==> src/rtl/ram_arbiter.sv <==
// ram_arbiter: round-robin arbiter sharing one single-port synchronous RAM between two requesters
module ram_arbiter #(
  parameter logic [31:0] ADDR_LOW  = 32'h00000000,
  parameter logic [31:0] ADDR_HIGH = 32'h00000fff,
  parameter logic        READ_ONLY = 1'b0
) (
  input  logic        clk_i,
  input  logic        rst_n_i,
  input  logic        p0_req_i,
  input  logic        p0_we_i,
  input  logic [31:0] p0_addr_i,
  input  logic [31:0] p0_wdata_i,
  output logic        p0_gnt_o,
  output logic        p0_rvalid_o,
  output logic [31:0] p0_rdata_o,
  output logic        p0_err_o,
  input  logic        p1_req_i,
  input  logic        p1_we_i,
  input  logic [31:0] p1_addr_i,
  input  logic [31:0] p1_wdata_i,
  output logic        p1_gnt_o,
  output logic        p1_rvalid_o,
  output logic [31:0] p1_rdata_o,
  output logic        p1_err_o,
  output logic [31:0] ram_addr_o,
  output logic [31:0] ram_data_o,
  output logic        ram_wren_o,
  input  logic [31:0] ram_data_i
);
  logic        last_q, last_d;
  logic        resp_v_q, resp_v_d;
  logic        resp_id_q, resp_id_d;
  logic        resp_err_q, resp_err_d;
  logic        any_gnt, sel_we, bad;
  logic [31:0] sel_addr, sel_wdata;
  // Grant the sole requester, or on a tie the port that was not served last; window check via one unsigned offset compare
  always_comb begin
    p0_gnt_o   = rst_n_i & p0_req_i & (~p1_req_i | last_q);
    p1_gnt_o   = rst_n_i & p1_req_i & (~p0_req_i | ~last_q);
    any_gnt    = p0_gnt_o | p1_gnt_o;
    sel_we     = p1_gnt_o ? p1_we_i : p0_we_i;
    sel_addr   = p1_gnt_o ? p1_addr_i : p0_addr_i;
    sel_wdata  = p1_gnt_o ? p1_wdata_i : p0_wdata_i;
    bad        = ((sel_addr - ADDR_LOW) > (ADDR_HIGH - ADDR_LOW)) | (sel_we & READ_ONLY);
    ram_addr_o = (any_gnt & ~bad) ? sel_addr : ADDR_LOW;
    ram_data_o = any_gnt ? sel_wdata : 32'h0;
    ram_wren_o = any_gnt & sel_we & ~bad;
    last_d     = any_gnt ? p1_gnt_o : last_q;
    resp_v_d   = any_gnt;
    resp_id_d  = p1_gnt_o;
    resp_err_d = any_gnt & bad;
  end
  // Response pipeline and round-robin history, captured at the grant edge
  always_ff @(posedge clk_i or negedge rst_n_i) begin
    if (!rst_n_i) begin
      last_q     <= 1'b1;
      resp_v_q   <= 1'b0;
      resp_id_q  <= 1'b0;
      resp_err_q <= 1'b0;
    end else begin
      last_q     <= last_d;
      resp_v_q   <= resp_v_d;
      resp_id_q  <= resp_id_d;
      resp_err_q <= resp_err_d;
    end
  end
  assign p0_rvalid_o = resp_v_q & ~resp_id_q;
  assign p1_rvalid_o = resp_v_q & resp_id_q;
  assign p0_err_o    = p0_rvalid_o & resp_err_q;
  assign p1_err_o    = p1_rvalid_o & resp_err_q;
  assign p0_rdata_o  = (p0_rvalid_o & ~resp_err_q) ? ram_data_i : 32'h0;
  assign p1_rdata_o  = (p1_rvalid_o & ~resp_err_q) ? ram_data_i : 32'h0;
endmodule

==> config.mk <==
export PLATFORM = sky130hd
export DESIGN_NAME = ram_arbiter
export DESIGN_NICKNAME = d
export VERILOG_FILES = /design/src/rtl/ram_arbiter.sv
export SDC_FILE = /design/constraint.sdc
export NUM_CORES = 1
export LEC_CHECK = 0
export ABC_AREA = 1
export CAP_MARGIN = 0
export CORE_AREA = 2 2 118 120
export CTS_BUF_LIST = sky130_fd_sc_hd__clkbuf_4
export DETAILED_ROUTE_END_ITERATION = 7
export DIE_AREA = 0 0 120 122
export GPL_ROUTABILITY_DRIVEN = 0
export GPL_TIMING_DRIVEN = 1
export SYNTH_ARGS = -nofsm -noshare
export SYNTH_HDL_FRONTEND = slang
export SYNTH_SLANG_ARGS = --single-unit
==> constraint.sdc <==
create_clock -name clk_i -period 2.7 [get_ports clk_i]
set_input_delay 0.675 -clock clk_i [delete_from_list [all_inputs] [get_ports clk_i]]
set_output_delay 0.675 -clock clk_i [all_outputs]
set_load 0.02 [all_outputs]
==> impl_metrics.csv <==
group,metric,value,unit
timing,final-setup-viol-count,15,
logic_synthesis,syn-cell-area,0.00181,mm^2
die,dieArea,0.0146,mm^2
cells_and_area,area.sequential,101,um^2
cts,clk_pin_slew_worst_paths,0.04,ns
drt,route.vias.total,3288,
pwr,p_sw,475,uW
worst_setup_path,r2r_depth,11,
timing,setup_total_negative_slack,-1.52,ns
logic_synthesis,yosys.cell_count.top_type,"sky130_fd_sc_hd__nand2_1",
timing,drv_slew,0,
die,rows,43,
drt,avgRoutedWirePerCell,12.8,um
placement,port_buffers,280,
die,placeableCoreArea,0.0135,mm^2
pwr,pwr-share-clk,8.7,%
pwr,p_per_area,205,mW/mm^2
cells_and_area,fin_cells,852,
worst_setup_path,critPathRequiredTime,2.03,ns
worst_setup_path,critical-path-max-stage-delay,0.55,ns
logic_synthesis,post-synth-top-area-fraction,25.5,%
placement,post-place-cells,834,
logic_synthesis,synth_seq_area_share,5.59,%
cts,clk_latency,0.24,ns
worst_setup_path,cp_slowest_cell,"sky130_fd_sc_hd__dfstp_2",
cts,ctsHoldBuffers,0,
die,chipHeight,122,um
worst_setup_path,rr_startpoint,"last_q",
timing,setup_ws,-0.145,ns
worst_setup_path,worst_path_most_repeated_cell,"sky130_fd_sc_hd__buf_6",
logic_synthesis,cells_taking_the_most_area_after_synthesis,"sky130_fd_sc_hd__nand2_1 25%, sky130_fd_sc_hd__nor2_1 16%, sky130_fd_sc_hd__inv_1 9.9%",
timing,final_hold_viol_count,0,
worst_setup_path,crit_path_cell_trace,"nand2_4 -> buf_6 -> buf_6 -> nand3_2 -> nand2_1 -> nor2_1 -> nand3_1 -> nor2_4 -> nand3_4 -> buf_12 -> nor2_4 -> buf_6",
drt,vias_per_cell,3.86,
drt,finalWirelength,10900,um
cells_and_area,synthToLayoutAreaGrowth,191,%
timing,clock-skew-final,0.00492,ns
worst_hold_path,worst_hold_path_type,"primary input to async pin",
pwr,cell_internal_pwr,605,uW
pwr,max-vdd-ir-drop,0.0767,mV
drt,drt.antenna.violating_nets,0,
cells_and_area,diodes,0,
logic_synthesis,yosysWarningCount,0,
worst_setup_path,r2r_end,"resp_err_q",
placement,half_perimeter_wire_length_of_the_detailed_placement_result,8670,um
pwr,switch_share,43.9,%
die,top_level_ports,301,
drt,firstDrtPassIters,4,
drt,route.detailed.drc,0,
cts,clockRootBuffer,"sky130_fd_sc_hd__clkbuf_4",
cells_and_area,post-route-util,39.1,%
cells_and_area,design.final.nets,839,
worst_setup_path,critical-path-top-delay-family,"simple AND/OR/NAND/NOR gates",
run,maxCapViolations,0,
cts,tritoncts_clock_tree,"built",
cts,cts_buffer_depth,2,
grt,global_route_wire_length_before_repair,15500,um
cts,tritoncts.num_buffers,3,
pwr,totalPowerFinal,1080,uW
drt,drt_iter0_drc,103,
cells_and_area,multi_input_area,0.00156,mm^2
pwr,power.share.combinational,84.2,%
grt,initial_antenna_violation_count,0,
worst_setup_path,critPathLaunchType,"register",
status,violations,"setup timing",
grt,grtUsageTotal,13.1,%
logic_synthesis,synth_largest_area_cell,"sky130_fd_sc_hd__nand2_1",
worst_setup_path,crit_path_end_kind,"primary output",
timing,layout_min_cycle_time,2.85,ns
pwr,power_frac_seq,7.0,%
worst_setup_path,crit_fanout,7,
placement,pre_cts_setup_slack,-0.945,ns
worst_setup_path,register_to_register_setup_slack,1.01,ns
status,result_of_the_run,"finished, violations left",
logic_synthesis,ys_seq_elements,4,
logic_synthesis,postSynthAreaPerCell,4.81,um^2
pwr,p_leak,0.00287,uW
grt,grt_pass1_vias,3111,
timing,rsz0062_at_grt,"yes",
worst_setup_path,timing.setup.critical_path_class,"register to primary output",
cts,tritoncts_num_sinks,4,
die,initial_utilization,13.4,%
worst_setup_path,cp_data_arrival_time,2.17,ns
timing,maxClockFrequency,351,MHz
logic_synthesis,synth-edff-count,0,
timing,post-route-period-util,105,%
cts,htree_levels,1,
cells_and_area,final.fill_count,1435,
logic_synthesis,async_flop_share,100,%
grt,grt_start_max_net_pins,33,
cells_and_area,post_route_cells_drive_above_1_share,20.8,%
worst_setup_path,critical_path.n_buffers_inverters,4,
logic_synthesis,synth-main-ff-cell,"sky130_fd_sc_hd__dfrtp_1",
grt,gr-total-overflow,0,
logic_synthesis,synthCells,377,
logic_synthesis,synth_cell_types,22,
logic_synthesis,synth_common_cells,"123 x sky130_fd_sc_hd__nand2_1, 77 x sky130_fd_sc_hd__nor2_1, 48 x sky130_fd_sc_hd__inv_1",
die,die-width,120,um
==> worst reg2reg max path: stages (launching register included) <==
cell                      delay [ns]
sky130_fd_sc_hd__dfstp_2        0.55
sky130_fd_sc_hd__nand2_4        0.10
sky130_fd_sc_hd__inv_2          0.08
sky130_fd_sc_hd__nor2_4         0.05
sky130_fd_sc_hd__buf_2          0.15
sky130_fd_sc_hd__nand2_1        0.06
sky130_fd_sc_hd__nand2_1        0.04
sky130_fd_sc_hd__nor2_1         0.09
sky130_fd_sc_hd__nand2_1        0.08
sky130_fd_sc_hd__nor2_2         0.15
sky130_fd_sc_hd__buf_4          0.13
sky130_fd_sc_hd__a21oi_1        0.07
==> how the worst max path moves through the flow <==
stage	from	end	depth (start not counted)
2_1_floorplan	p0_req_i	ram_data_o[10]	7
3_3_place_gp	p0_req_i	ram_addr_o[0]	14
3_5_place_dp	p1_req_i	ram_addr_o[1]	14
4_1_cts	last_q	ram_addr_o[8]	13
5_1_grt	last_q	ram_addr_o[3]	12
6_report	last_q	ram_addr_o[3]	12
==> final cells by class <==
class / count / share of cell area, %
clock buffer: 4 / 0.569
inverter: 50 / 3.60
multi-input combinational: 299 / 29.6
sequential: 4 / 1.92
tap: 180 / 4.27
timing repair buffer: 315 / 60.0
==> power groups by stage <==
| stage | registers (uW) | logic (uW) | clock network [uW] |
|---|---|---|---|
| floorplan | 73.6 | 377 | 0 |
| global placement | 75.9 | 850 | 0 |
| detailed placement | 75.9 | 848 | 0 |
| CTS | 76.2 | 850 | 97.1 |
| global route | 77.3 | 978 | 107 |
| finish | 76.1 | 910 | 94.3 |
==> what timing repair did <==
item	4_1_cts	5_1_grt
pin swaps	26	28
setup buffers	2	8
gates resized for setup	180	179
cloned	3	2
setup endpoints to repair	47	66
==> metal layers <==
layer | up-vias | GRT usage [%] | routed length (um)
met5 | - | 0 | 0
met4 | 0 | 2.13 | 57
met3 | 6 | 3.28 | 1000
met2 | 193 | 25.7 | 5880
met1 | 1414 | 14.2 | 4000
li1 | 1675 | - | -
==> sequential cells by signal, summed over array words and instances (netlist names) <==
register and flops:
last_q 1, resp_err_q 1, resp_id_q 1, resp_v_q 1
==> stage by stage <==
stage / area (um^2) / hold WS (ns)
after floorplan: 1880 / 0.379
after global placement: 4850 / 0.536
after detailed placement: 4850 / 0.542
after CTS: 5050 / 0.307
after global routing: 5280 / 0.306
final: 5280 / 0.316
==> layout by cell type, fill, tap and decap left out, drive strengths merged <==
master	count
clkdlybuf4s50	196
nand2	126
nor2	90
buf	82
inv	50
a21oi	34
dlymetal6s2s	23
conb	20
dlygate4sd2	13
mux2i	12
nand3	8
nand3b	6
clkbuf	5
dfrtp	3
nand4	1
nor3	1
o21ai	1
dfstp	1
==> cell families (layout without fill, tap and decap cells) <==
family / count (synthesis) / count (layout) / synth area share (%)
buffers and inverters: 93 / 369 / 25.3
AOI/OAI and AO/OA: 35 / 35 / 9.67
other: 1 / 20 / 0.207
muxes: 12 / 12 / 6.63
and+or+nand+nor: 232 / 232 / 52.6
DFF: 4 / 4 / 5.59
Note: power is estimated with default switching activity, not from simulation.
